==> src/rtl/dccm_arb_pkg.sv <==
// Shared types and constants for the DCCM port arbiter.
package dccm_arb_pkg;
    localparam int STALL_CNT_W = 8;

    typedef enum logic [1:0] {ARB_RUN, ARB_HALTING, ARB_HALTED} arb_state_t;
    typedef enum logic {OWN_LSU, OWN_DMA} arb_owner_t;
endpackage

==> src/rtl/dccm_port_arb_if.sv <==
// Request, memory-port and response bundle between the requesters, the arbiter and the wrapper.
interface dccm_port_arb_if #(
    parameter int DCCM_BITS        = 16,
    parameter int DCCM_FDATA_WIDTH = 39
);
    import dccm_arb_pkg::*;

    logic                        lsu_req_valid;
    logic                        lsu_req_write;
    logic [DCCM_BITS-1:0]        lsu_req_addr;
    logic [DCCM_FDATA_WIDTH-1:0] lsu_req_wdata;
    logic                        lsu_req_ready;
    logic                        dma_req_valid;
    logic                        dma_req_write;
    logic [DCCM_BITS-1:0]        dma_req_addr;
    logic [DCCM_FDATA_WIDTH-1:0] dma_req_wdata;
    logic                        dma_req_ready;
    logic                        arb_halt_req;
    logic                        arb_halt_ack;
    logic                        dccm_wren;
    logic                        dccm_rden;
    logic [DCCM_BITS-1:0]        dccm_wr_addr_lo;
    logic [DCCM_BITS-1:0]        dccm_wr_addr_hi;
    logic [DCCM_BITS-1:0]        dccm_rd_addr_lo;
    logic [DCCM_BITS-1:0]        dccm_rd_addr_hi;
    logic [DCCM_FDATA_WIDTH-1:0] dccm_wr_data_lo;
    logic [DCCM_FDATA_WIDTH-1:0] dccm_wr_data_hi;
    logic [DCCM_FDATA_WIDTH-1:0] dccm_rd_data_lo;
    logic                        lsu_rsp_valid;
    logic                        dma_rsp_valid;
    logic [DCCM_FDATA_WIDTH-1:0] rsp_data;
    logic [STALL_CNT_W-1:0]      dma_stall_cnt;

    modport slave (
        input  lsu_req_valid, lsu_req_write, lsu_req_addr, lsu_req_wdata,
        input  dma_req_valid, dma_req_write, dma_req_addr, dma_req_wdata,
        input  arb_halt_req, dccm_rd_data_lo,
        output lsu_req_ready, dma_req_ready, arb_halt_ack,
        output dccm_wren, dccm_rden, dccm_wr_addr_lo, dccm_wr_addr_hi,
        output dccm_rd_addr_lo, dccm_rd_addr_hi, dccm_wr_data_lo, dccm_wr_data_hi,
        output lsu_rsp_valid, dma_rsp_valid, rsp_data, dma_stall_cnt
    );

    modport master (
        output lsu_req_valid, lsu_req_write, lsu_req_addr, lsu_req_wdata,
        output dma_req_valid, dma_req_write, dma_req_addr, dma_req_wdata,
        output arb_halt_req, dccm_rd_data_lo,
        input  lsu_req_ready, dma_req_ready, arb_halt_ack,
        input  dccm_wren, dccm_rden, dccm_wr_addr_lo, dccm_wr_addr_hi,
        input  dccm_rd_addr_lo, dccm_rd_addr_hi, dccm_wr_data_lo, dccm_wr_data_hi,
        input  lsu_rsp_valid, dma_rsp_valid, rsp_data, dma_stall_cnt
    );
endinterface

==> src/rtl/dccm_arb_stall_ctr.sv <==
// Saturating count of cycles DMA lost arbitration; force_dma once the limit is reached.
module dccm_arb_stall_ctr #(
    parameter int CNT_W = 8
) (
    input  logic             clk,
    input  logic             rst_l,
    input  logic             i_inc,
    input  logic             i_clr,
    input  logic [CNT_W-1:0] i_limit,
    output logic [CNT_W-1:0] o_cnt,
    output logic             o_force
);
    logic [CNT_W-1:0] r_cnt;

    always_ff @(posedge clk or negedge rst_l) begin
        if (!rst_l) begin
            r_cnt <= '0;
        end else if (i_clr) begin
            r_cnt <= '0;
        end else if (i_inc && (r_cnt < i_limit)) begin
            r_cnt <= r_cnt + CNT_W'(1);
        end
    end

    assign o_cnt   = r_cnt;
    assign o_force = (r_cnt == i_limit);
endmodule

==> src/rtl/dccm_port_arb.sv <==
// Shares the single DCCM port between LSU and DMA with same-cycle grant,
// one-cycle read response routing and a halt/quiesce handshake.
module dccm_port_arb
    import dccm_arb_pkg::*;
#(
    parameter int DCCM_BITS        = 16,
    parameter int DCCM_FDATA_WIDTH = 39,
    parameter int DCCM_BYTE_WIDTH  = 4,
    parameter int DMA_MAX_STALL    = 8
) (
    input  logic           clk,
    input  logic           rst_l,
    dccm_port_arb_if.slave bus
);
    localparam logic [DCCM_BITS-1:0] ALIGN_MASK = DCCM_BITS'(DCCM_BYTE_WIDTH - 1);

    arb_state_t                  r_state;
    arb_state_t                  w_state_next;
    logic                        r_rsp_pending;
    arb_owner_t                  r_rsp_owner;
    logic                        w_halt_ack;
    logic [STALL_CNT_W-1:0]      w_stall_cnt;
    logic                        w_force_dma;
    logic                        w_grant_ok;
    logic                        w_dma_win;
    logic                        w_lsu_acc;
    logic                        w_dma_acc;
    logic                        w_acc_write;
    logic                        w_acc_read;
    logic [DCCM_BITS-1:0]        w_sel_addr;
    logic [DCCM_FDATA_WIDTH-1:0] w_sel_wdata;

    // Grants are also gated by rst_l so nothing is issued while reset is held.
    assign w_grant_ok  = rst_l && (r_state == ARB_RUN) && !bus.arb_halt_req;
    assign w_dma_win   = bus.dma_req_valid && (w_force_dma || !bus.lsu_req_valid);
    assign w_dma_acc   = w_grant_ok && w_dma_win;
    assign w_lsu_acc   = w_grant_ok && bus.lsu_req_valid && !w_dma_win;
    assign w_sel_addr  = w_dma_acc ? bus.dma_req_addr  : bus.lsu_req_addr;
    assign w_sel_wdata = w_dma_acc ? bus.dma_req_wdata : bus.lsu_req_wdata;
    assign w_acc_write = (w_lsu_acc && bus.lsu_req_write) || (w_dma_acc && bus.dma_req_write);
    assign w_acc_read  = (w_lsu_acc && !bus.lsu_req_write) || (w_dma_acc && !bus.dma_req_write);

    assign bus.lsu_req_ready   = w_lsu_acc;
    assign bus.dma_req_ready   = w_dma_acc;
    assign bus.dccm_wren       = w_acc_write;
    assign bus.dccm_rden       = w_acc_read;
    assign bus.dccm_wr_addr_lo = w_acc_write ? w_sel_addr  : '0;
    assign bus.dccm_wr_addr_hi = bus.dccm_wr_addr_lo;
    assign bus.dccm_rd_addr_lo = w_acc_read  ? w_sel_addr  : '0;
    assign bus.dccm_rd_addr_hi = bus.dccm_rd_addr_lo;
    assign bus.dccm_wr_data_lo = w_acc_write ? w_sel_wdata : '0;
    assign bus.dccm_wr_data_hi = bus.dccm_wr_data_lo;

    assign bus.lsu_rsp_valid = r_rsp_pending && (r_rsp_owner == OWN_LSU);
    assign bus.dma_rsp_valid = r_rsp_pending && (r_rsp_owner == OWN_DMA);
    assign bus.rsp_data      = r_rsp_pending ? bus.dccm_rd_data_lo : '0;
    assign bus.arb_halt_ack  = w_halt_ack;
    assign bus.dma_stall_cnt = w_stall_cnt;

    dccm_arb_stall_ctr #(
        .CNT_W (STALL_CNT_W)
    ) u_stall_ctr (
        .clk     (clk),
        .rst_l   (rst_l),
        .i_inc   (bus.dma_req_valid && !w_dma_acc),
        .i_clr   (w_dma_acc),
        .i_limit (STALL_CNT_W'(DMA_MAX_STALL)),
        .o_cnt   (w_stall_cnt),
        .o_force (w_force_dma)
    );

    always_ff @(posedge clk or negedge rst_l) begin
        if (!rst_l) begin
            r_state       <= ARB_RUN;
            r_rsp_pending <= 1'b0;
            r_rsp_owner   <= OWN_LSU;
        end else begin
            r_state       <= w_state_next;
            r_rsp_pending <= w_acc_read;
            if (w_acc_read) begin
                r_rsp_owner <= w_dma_acc ? OWN_DMA : OWN_LSU;
            end
        end
    end

    // Ack is raised as soon as HALTING sees the response pipe drained.
    always_comb begin
        w_state_next = r_state;
        w_halt_ack   = 1'b0;
        case (r_state)
            ARB_RUN: begin
                if (bus.arb_halt_req) w_state_next = ARB_HALTING;
            end
            ARB_HALTING: begin
                if (!bus.arb_halt_req) begin
                    w_state_next = ARB_RUN;
                end else if (!r_rsp_pending) begin
                    w_state_next = ARB_HALTED;
                    w_halt_ack   = 1'b1;
                end
            end
            ARB_HALTED: begin
                w_halt_ack = 1'b1;
                if (!bus.arb_halt_req) w_state_next = ARB_RUN;
            end
            default: w_state_next = ARB_RUN;
        endcase
    end

    a_aligned: assert property (@(posedge clk) disable iff (!rst_l)
        (w_lsu_acc || w_dma_acc) |-> ((w_sel_addr & ALIGN_MASK) == '0));
endmodule
==> src/flat_wrapper.sv <==
// flat-port wrapper written by rule: the top's interface ports become plain ports
module dccm_port_arb_flat import dccm_arb_pkg::*;
#(
    parameter int DCCM_BITS        = 16,
    parameter int DCCM_FDATA_WIDTH = 39,
    parameter int DCCM_BYTE_WIDTH  = 4,
    parameter int DMA_MAX_STALL    = 8
)
  (clk, rst_l, bus_lsu_req_valid, bus_lsu_req_write, bus_lsu_req_addr, bus_lsu_req_wdata, bus_dma_req_valid, bus_dma_req_write, bus_dma_req_addr, bus_dma_req_wdata, bus_arb_halt_req, bus_dccm_rd_data_lo, bus_lsu_req_ready, bus_dma_req_ready, bus_arb_halt_ack, bus_dccm_wren, bus_dccm_rden, bus_dccm_wr_addr_lo, bus_dccm_wr_addr_hi, bus_dccm_rd_addr_lo, bus_dccm_rd_addr_hi, bus_dccm_wr_data_lo, bus_dccm_wr_data_hi, bus_lsu_rsp_valid, bus_dma_rsp_valid, bus_rsp_data, bus_dma_stall_cnt);
  dccm_port_arb_if #(.DCCM_BITS(DCCM_BITS), .DCCM_FDATA_WIDTH(DCCM_FDATA_WIDTH)) bus_i ();
  input  logic clk;
  input  logic rst_l;
  input wire logic [$bits(bus_i.lsu_req_valid)-1:0] bus_lsu_req_valid;
  input wire logic [$bits(bus_i.lsu_req_write)-1:0] bus_lsu_req_write;
  input wire logic [$bits(bus_i.lsu_req_addr)-1:0] bus_lsu_req_addr;
  input wire logic [$bits(bus_i.lsu_req_wdata)-1:0] bus_lsu_req_wdata;
  input wire logic [$bits(bus_i.dma_req_valid)-1:0] bus_dma_req_valid;
  input wire logic [$bits(bus_i.dma_req_write)-1:0] bus_dma_req_write;
  input wire logic [$bits(bus_i.dma_req_addr)-1:0] bus_dma_req_addr;
  input wire logic [$bits(bus_i.dma_req_wdata)-1:0] bus_dma_req_wdata;
  input wire logic [$bits(bus_i.arb_halt_req)-1:0] bus_arb_halt_req;
  input wire logic [$bits(bus_i.dccm_rd_data_lo)-1:0] bus_dccm_rd_data_lo;
  output wire logic [$bits(bus_i.lsu_req_ready)-1:0] bus_lsu_req_ready;
  output wire logic [$bits(bus_i.dma_req_ready)-1:0] bus_dma_req_ready;
  output wire logic [$bits(bus_i.arb_halt_ack)-1:0] bus_arb_halt_ack;
  output wire logic [$bits(bus_i.dccm_wren)-1:0] bus_dccm_wren;
  output wire logic [$bits(bus_i.dccm_rden)-1:0] bus_dccm_rden;
  output wire logic [$bits(bus_i.dccm_wr_addr_lo)-1:0] bus_dccm_wr_addr_lo;
  output wire logic [$bits(bus_i.dccm_wr_addr_hi)-1:0] bus_dccm_wr_addr_hi;
  output wire logic [$bits(bus_i.dccm_rd_addr_lo)-1:0] bus_dccm_rd_addr_lo;
  output wire logic [$bits(bus_i.dccm_rd_addr_hi)-1:0] bus_dccm_rd_addr_hi;
  output wire logic [$bits(bus_i.dccm_wr_data_lo)-1:0] bus_dccm_wr_data_lo;
  output wire logic [$bits(bus_i.dccm_wr_data_hi)-1:0] bus_dccm_wr_data_hi;
  output wire logic [$bits(bus_i.lsu_rsp_valid)-1:0] bus_lsu_rsp_valid;
  output wire logic [$bits(bus_i.dma_rsp_valid)-1:0] bus_dma_rsp_valid;
  output wire logic [$bits(bus_i.rsp_data)-1:0] bus_rsp_data;
  output wire logic [$bits(bus_i.dma_stall_cnt)-1:0] bus_dma_stall_cnt;
  assign bus_i.lsu_req_valid = bus_lsu_req_valid;
  assign bus_i.lsu_req_write = bus_lsu_req_write;
  assign bus_i.lsu_req_addr = bus_lsu_req_addr;
  assign bus_i.lsu_req_wdata = bus_lsu_req_wdata;
  assign bus_i.dma_req_valid = bus_dma_req_valid;
  assign bus_i.dma_req_write = bus_dma_req_write;
  assign bus_i.dma_req_addr = bus_dma_req_addr;
  assign bus_i.dma_req_wdata = bus_dma_req_wdata;
  assign bus_i.arb_halt_req = bus_arb_halt_req;
  assign bus_i.dccm_rd_data_lo = bus_dccm_rd_data_lo;
  assign bus_lsu_req_ready = bus_i.lsu_req_ready;
  assign bus_dma_req_ready = bus_i.dma_req_ready;
  assign bus_arb_halt_ack = bus_i.arb_halt_ack;
  assign bus_dccm_wren = bus_i.dccm_wren;
  assign bus_dccm_rden = bus_i.dccm_rden;
  assign bus_dccm_wr_addr_lo = bus_i.dccm_wr_addr_lo;
  assign bus_dccm_wr_addr_hi = bus_i.dccm_wr_addr_hi;
  assign bus_dccm_rd_addr_lo = bus_i.dccm_rd_addr_lo;
  assign bus_dccm_rd_addr_hi = bus_i.dccm_rd_addr_hi;
  assign bus_dccm_wr_data_lo = bus_i.dccm_wr_data_lo;
  assign bus_dccm_wr_data_hi = bus_i.dccm_wr_data_hi;
  assign bus_lsu_rsp_valid = bus_i.lsu_rsp_valid;
  assign bus_dma_rsp_valid = bus_i.dma_rsp_valid;
  assign bus_rsp_data = bus_i.rsp_data;
  assign bus_dma_stall_cnt = bus_i.dma_stall_cnt;
  dccm_port_arb #(.DCCM_BITS(DCCM_BITS), .DCCM_FDATA_WIDTH(DCCM_FDATA_WIDTH), .DCCM_BYTE_WIDTH(DCCM_BYTE_WIDTH), .DMA_MAX_STALL(DMA_MAX_STALL)) u_core (.clk(clk), .rst_l(rst_l), .bus(bus_i));
endmodule
==> config.mk <==
export PLATFORM = sky130hd
export DESIGN_NAME = dccm_port_arb_flat
export DESIGN_NICKNAME = d
export VERILOG_FILES = /design/src/rtl/dccm_arb_pkg.sv /design/src/rtl/dccm_port_arb_if.sv /design/src/rtl/dccm_arb_stall_ctr.sv /design/src/rtl/dccm_port_arb.sv /design/src/flat_wrapper.sv
export SDC_FILE = /design/constraint.sdc
export NUM_CORES = 1
export LEC_CHECK = 0
export ABC_CLOCK_PERIOD_IN_PS = 2950
export BUFFER_PORTS_ARGS = -buffer_cell sky130_fd_sc_hd__buf_4
export CORE_AREA = 2 2 139 141
export CTS_BUF_LIST = sky130_fd_sc_hd__clkbuf_2
export CTS_CLUSTER_DIAMETER = 120
export CTS_CLUSTER_SIZE = 28
export DETAILED_ROUTE_END_ITERATION = 12
export DIE_AREA = 0 0 141 143
export MAX_ROUTING_LAYER = met4
export PLACE_DENSITY = 0.45
export RECOVER_POWER = 25
export SLEW_MARGIN = 20
export SYNTH_ARGS = -nofsm -noshare
export SYNTH_HDL_FRONTEND = slang
export SYNTH_SLANG_ARGS = --single-unit
export TNS_END_PERCENT = 20
==> constraint.sdc <==
create_clock -name clk -period 2.95 [get_ports clk]
set_clock_uncertainty 0.2 [all_clocks]
set_input_delay 0.59 -clock clk [delete_from_list [all_inputs] [get_ports clk]]
set_output_delay 0.59 -clock clk [all_outputs]
set_load 0.05 [all_outputs]
Word level (Yosys, flattened, before mapping) --
Cells that the tools add are included.
Word-level totals: register bits 12, input port bits 156, output and inout bits 196, word-level logic and storage cells 56
Operators by class: add/sub/neg operators 1, $lt $le $gt $ge 1, eq/ne operators 6, multiplexer cells 17, bitwise logic cells 1, reductions and logical operators 26
Operators by type and width (count):
- $mux 39 | 3
- $mux 16 | 3
- $mux 8 | 2
- $logic_and 1x1->1 | 14
- $add 8x1->8 const B | 1
- $eq 8x4->1 const B | 1
- $lt 8x4->1 const B | 1
- $mux 2 | 4
- $logic_not 1->1 | 6
- $pmux 2 s3 | 1
- $ne 2x2->1 const B | 2
- $logic_or 1x1->1 | 3
- $mux 1 | 3
- $ne 3x3->1 const B | 1
- $reduce_and 3->1 | 1
- $eq 2x1->1 const B | 1
- $eq 2x2->1 const B | 1
- $logic_not 2->1 | 1
- $pmux 1 s2 | 1
- $reduce_bool 2->1 | 1
- $not 1->1 | 1

Depth between registers and ports, before layout --
depth after elaboration 9, mapped depth 9, depth with buffers taken out 6

Modules after synthesis --
A second synthesis with hierarchy kept.
Second synthesis, totals: cells, all modules 313, area total of the unflattened synthesis 2537.4 µm²
Modules (own cells, without submodules):
- dccm_port_arb | times used 1, cells each 236, area an instance 1860.5 µm²
- dccm_arb_stall_ctr | times used 1, cells each 77, area an instance 676.9 µm²

Least setup slack after synthesis --
Ideal clock, no wire load.
kind register to output, from register u_core.u_stall_ctr.r_cnt[0], in the netlist u_core.u_stall_ctr.o_cnt[0], to output bus_dccm_rd_addr_lo[10], arrival 2543 ps, required time 2160 ps, slack -383 ps, cell stages (with the launch flop) 10, path buffers 3, cell sequence dfrtp_1 -> inv_1 -> ha_1 -> nor2b_1 -> nand4_1 -> and4b_1 -> buf_2 -> buf_2 -> a22o_1 -> buf_4
Between the ends: cells in the longest elaborated chain, start to end 8
RTL lines:
- start, declared | line dccm_arb_stall_ctr.sv:13 | logic [CNT_W-1:0] r_cnt;
- start signal, assigned | line dccm_arb_stall_ctr.sv:21 | r_cnt <= r_cnt + CNT_W'(1);
- $eq 8x4->1 * | line dccm_arb_stall_ctr.sv:26 | assign o_force = (r_cnt == i_limit);
- $logic_or 1x1->1 * | line dccm_port_arb.sv:35 | assign w_dma_win = bus.dma_req_valid && (w_force_dma || !bus.lsu_req_valid);
- $logic_and 1x1->1 * | line dccm_port_arb.sv:35
- $logic_not 1->1 | line dccm_port_arb.sv:37 | assign w_lsu_acc = w_grant_ok && bus.lsu_req_valid && !w_dma_win;
- $logic_and 1x1->1 | line dccm_port_arb.sv:37
- $logic_and 1x1->1 | line dccm_port_arb.sv:41 | assign w_acc_read = (w_lsu_acc && !bus.lsu_req_write) || (w_dma_acc && !bus.dma_req_write);
- $logic_or 1x1->1 | line dccm_port_arb.sv:41
- $mux 16 * | line dccm_port_arb.sv:49 | assign bus.dccm_rd_addr_lo = w_acc_read ? w_sel_addr : '0;
- end, declared | line flat_wrapper.sv:30 | output wire logic [$bits(bus_i.dccm_rd_addr_lo)-1:0] bus_dccm_rd_addr_lo;
Mark *: on every way between the ends. The rest lies on a longest branch, timed or not.

Worst setup path after layout --
from register u_core.u_stall_ctr.r_cnt[0], in the netlist u_core.u_stall_ctr.o_cnt[0], to output bus_dccm_wr_data_lo[2]
Between the ends: cells in the longest elaborated chain, start to end 8
RTL lines:
- $eq 8x4->1 * | line dccm_arb_stall_ctr.sv:26
- $logic_or 1x1->1 * | line dccm_port_arb.sv:35
- $logic_and 1x1->1 * | line dccm_port_arb.sv:35
- $logic_not 1->1 | line dccm_port_arb.sv:37
- $logic_and 1x1->1 | line dccm_port_arb.sv:37
- $logic_and 1x1->1 | line dccm_port_arb.sv:40 | assign w_acc_write = (w_lsu_acc && bus.lsu_req_write) || (w_dma_acc && bus.dma_req_write);
- $logic_or 1x1->1 | line dccm_port_arb.sv:40
- $mux 39 * | line dccm_port_arb.sv:51 | assign bus.dccm_wr_data_lo = w_acc_write ? w_sel_wdata : '0;
- end, declared | line flat_wrapper.sv:32 | output wire logic [$bits(bus_i.dccm_wr_data_lo)-1:0] bus_dccm_wr_data_lo;
Marked as above.

==> run summary <==
Die Area = 0.0202 sq mm
Mapped Avg Cell Area = 8.29 sq um
gr usage total = 11.7%
internal cell power = 0.985 mW
Synth cell types = 31
Setup crit end = bus_dccm_wr_data_lo[2]
Max Cap Viol = 0
Mapped Area = 0.00225 sq mm
CP Launch Point = u_core.u_stall_ctr.o_cnt[0]
R2R Setup Slk = 1.01 ns
fillers = 1893
routed wire length = 14.4 mm
Root Driver = clkbuf_2
clk sinks = 12
worst hold margin = 0.252 ns
First-pass DRT Iterations = 4
# nets final = 729
Post-DP HPWL = 10.8 mm
Relative slew margins = 59.7%
Buffers on Ports = 351
critical path class = flop to primary output
Combinational Power Share = 83.2%
Psw = 1.14 mW
Post-Syn Nets = 434
area fraction of the dominant cell type after synthesis = 28.0%
cell taking the most area after synthesis = a22o_1
top fanout value on the critical path = 9
Worst VDD drop = 459 uV
Hold Path Class = primary input to async pin
status = finished with violations
crit path DAT = 2.19 ns
first-pass GRT wire length = 18.2 mm
CTS buffer count = 3
dominant synthesized flop cell = dfrtp_1
Syn-to-layout area delta = 177%
Bufs on Longest Clock Path = 2
setup TNS = -1.90 ns
EDFF count, synth = 0
CTS tree = built
DRT iter0 DRCs = 66
PwrDens = 341 mW/mm^2
CP startpoint kind = flop
RSZ-0062 raised after global routing = true
Min Clock Period, post-route = 2.98 ns
fraction of registers with async set/reset = 100%
I/O pin count = 352
Sequential Power Share = 12.9%
reg-to-reg endpoint = u_core.r_rsp_pending
Vias = 3225
sequential area share after synthesis = 13.3%
largest net degree at the start of global routing = 41
Post-DRT Antenna Nets = 0
Cells after Synth = 272
Worst-path clk slew = 0.12 ns
Final WS setup = -0.0327 ns
Warnings, synthesis = 0
crit share post-route = 101%
endpoints failing setup = 100
Die Height = 143 um
row count = 50
Fin. Hold Viols = 0
CTS H-Tree Depth = 1
RePlAce Congestion = 0.822
reg-to-reg critical path startpoint = u_core.u_stall_ctr.o_cnt[0]
Overflow after GRT = 0
# diodes = 0
FF+latch count, synth = 12
Clk pwr share = 3.9%
initial antenna violation count = 0
vias in the first global route = 3233
Worst setup EP type = primary output
DIE WIDTH = 141 um
max-slew violation count = 0
fmax = 335 MHz
top post-synthesis cells by area = a22o_1 28%, buf_4 25%, dfrtp_1 13%
Starting Density = 12.1%
post-DR wirelength/cell = 18.0 um
core box area = 0.0186 sq mm
Least-Margin Pin Slew = 0.607 ns
failing checks = negative setup slack
DR DRC count = 0
share of cells above drive strength 1 = 82.0%
LEAKAGE = 3.29 nW
Via density = 4.03
CP Data Required Time = 2.16 ns
power after layout = 2.13 mW
switching share of power = 53.6%
worst skew pair latency = 0.25 ns
R2R depth = 8
[synthesized netlist by cell type, types with 3 or more instances]
cell type,count
a22o_1,72
nor2_1,8
and2_1,41
nor2b_1,9
dfrtp_1,12
o21ai_0,3
ha_1,6
inv_1,5
buf_4,74
buf_2,3
buf_6,8
clkbuf_1,5
a21oi_1,3
[power by group through the flow]
stage          combinational (mW)  sequential [mW]  clock, mW
5_1_grt                      1.86            0.281     0.0959
6_report                     1.77            0.274     0.0826
3_5_place_dp                 1.47            0.278          0
2_1_floorplan               0.911            0.361          0
4_1_cts                      1.60            0.272     0.0865
3_3_place_gp                 1.46            0.277          0
[placed cells by master (no fill, tap or decap), types with 2 or more instances in the layout]
cell type | Yosys | layout
a31oi_1 | 2 | 2
buf_12 | 0 | 9
nor2b_1 | 9 | 7
a22o_1 | 72 | 2
a22o_2 | 0 | 2
clkbuf_2 | 0 | 3
and2_1 | 41 | 40
nor3_4 | 1 | 2
and3_1 | 2 | 2
nor2b_4 | 0 | 2
buf_8 | 0 | 29
buf_4 | 74 | 216
ha_1 | 6 | 4
nor2_1 | 8 | 8
o21ai_0 | 3 | 3
inv_2 | 0 | 3
dfrtp_2 | 0 | 2
clkbuf_16 | 0 | 3
buf_16 | 0 | 2
nand2_1 | 2 | 2
buf_6 | 8 | 114
clkbuf_1 | 5 | 6
ha_4 | 0 | 2
a22o_4 | 0 | 68
dfrtp_1 | 12 | 10
inv_1 | 5 | 2
nand4_1 | 2 | 2
a21oi_1 | 3 | 3
[sequential cells by signal, summed over array words and instances (netlist names)]
| signal | flops |
|---|---|
| u_core.r_rsp_owner | 1 |
| u_core.r_rsp_pending | 1 |
| u_core.r_state | 2 |
| u_core.u_stall_ctr.o_cnt | 8 |
[worst min path at each step]
stage / startpoint / to / slack [ns] / cells after the start
after global routing: rst_l / u_core.u_stall_ctr.o_cnt[4] / 0.28 / 2
after detailed placement: rst_l / u_core.r_state[0] / 0.20 / 1
final: rst_l / u_core.u_stall_ctr.o_cnt[2] / 0.25 / 2
after global placement: rst_l / u_core.r_state[0] / 0.20 / 1
after floorplan: rst_l / u_core.r_rsp_owner / 0.09 / 0
after CTS: rst_l / u_core.u_stall_ctr.o_cnt[2] / 0.04 / 2
[per-layer routing]
layer	routed length (um)	track usage, %	vias to the layer above	part of all wire, %
met5	0	-	-	0
met2	7930	21.7	163	55
met3	769	1.14	10	5.3
met1	5550	14.2	1547	39
li1	-	-	1505	-
met4	146	1.47	0	1.0
[what timing repair did]
| item | CTS | global route |
|---|---|---|
| resized for setup | 112 | 127 |
| setup endpoints to repair | 144 | 144 |
| endpoints found under the hold margin | 3 | 0 |
| pin swaps | 4 | 29 |
| cloned | 2 | 4 |
| buffers inserted | 4 | 6 |
| hold buffers | 1 | 0 |
[layout make-up]
type / count / area (sq um) / area share [%]
clock buffer: 3 / 15.0 / 0.241
clock inverter: 1 / 3.75 / 0.0602
inverter: 5 / 18.8 / 0.301
multi-input combinational: 165 / 1920 / 30.8
sequential: 12 / 303 / 4.85
tap: 234 / 293 / 4.69
timing repair buffer: 380 / 3680 / 59.0
[worst max-delay path, cell delays in order, from the launching register on]
cell and delay (ns):
dfrtp_2 0.44, inv_2 0.09, ha_4 0.12, nor2b_4 0.14, nand4_1 0.15, and4_4 0.25
buf_12 0.14, clkbuf_16 0.17, a22o_4 0.27, buf_8 0.15
[logic make-up (layout without fill, tap and decap cells)]
| logic type | count (synthesis) | count (layout) | synth area share [%] |
|---|---|---|---|
| multiplexers | 1 | 1 | 0.444 |
| XOR/XNOR | 2 | 2 | 0.777 |
| flip-flops | 12 | 12 | 13.3 |
| adder cells (fa/ha/maj) | 6 | 6 | 3.33 |
| buffers and inverters | 95 | 389 | 31.0 |
| AND/OR/NAND/NOR | 74 | 74 | 20.6 |
| AO/OA/AOI/OAI | 82 | 82 | 30.6 |
[through the flow]
step / instances / util (%) / area, sq um / setup slack, ns
2_1_floorplan: 272 / - / 2540 / -0.111
3_3_place_gp: 779 / 26.6 / 4950 / 0.0562
3_5_place_dp: 779 / 26.6 / 4950 / 0.0237
4_1_cts: 790 / 29.4 / 5470 / -0.0449
5_1_grt: 800 / 33.6 / 6240 / -0.154
6_report: 800 / 33.6 / 6240 / -0.0327
Note: power is estimated with default switching activity, not from simulation.
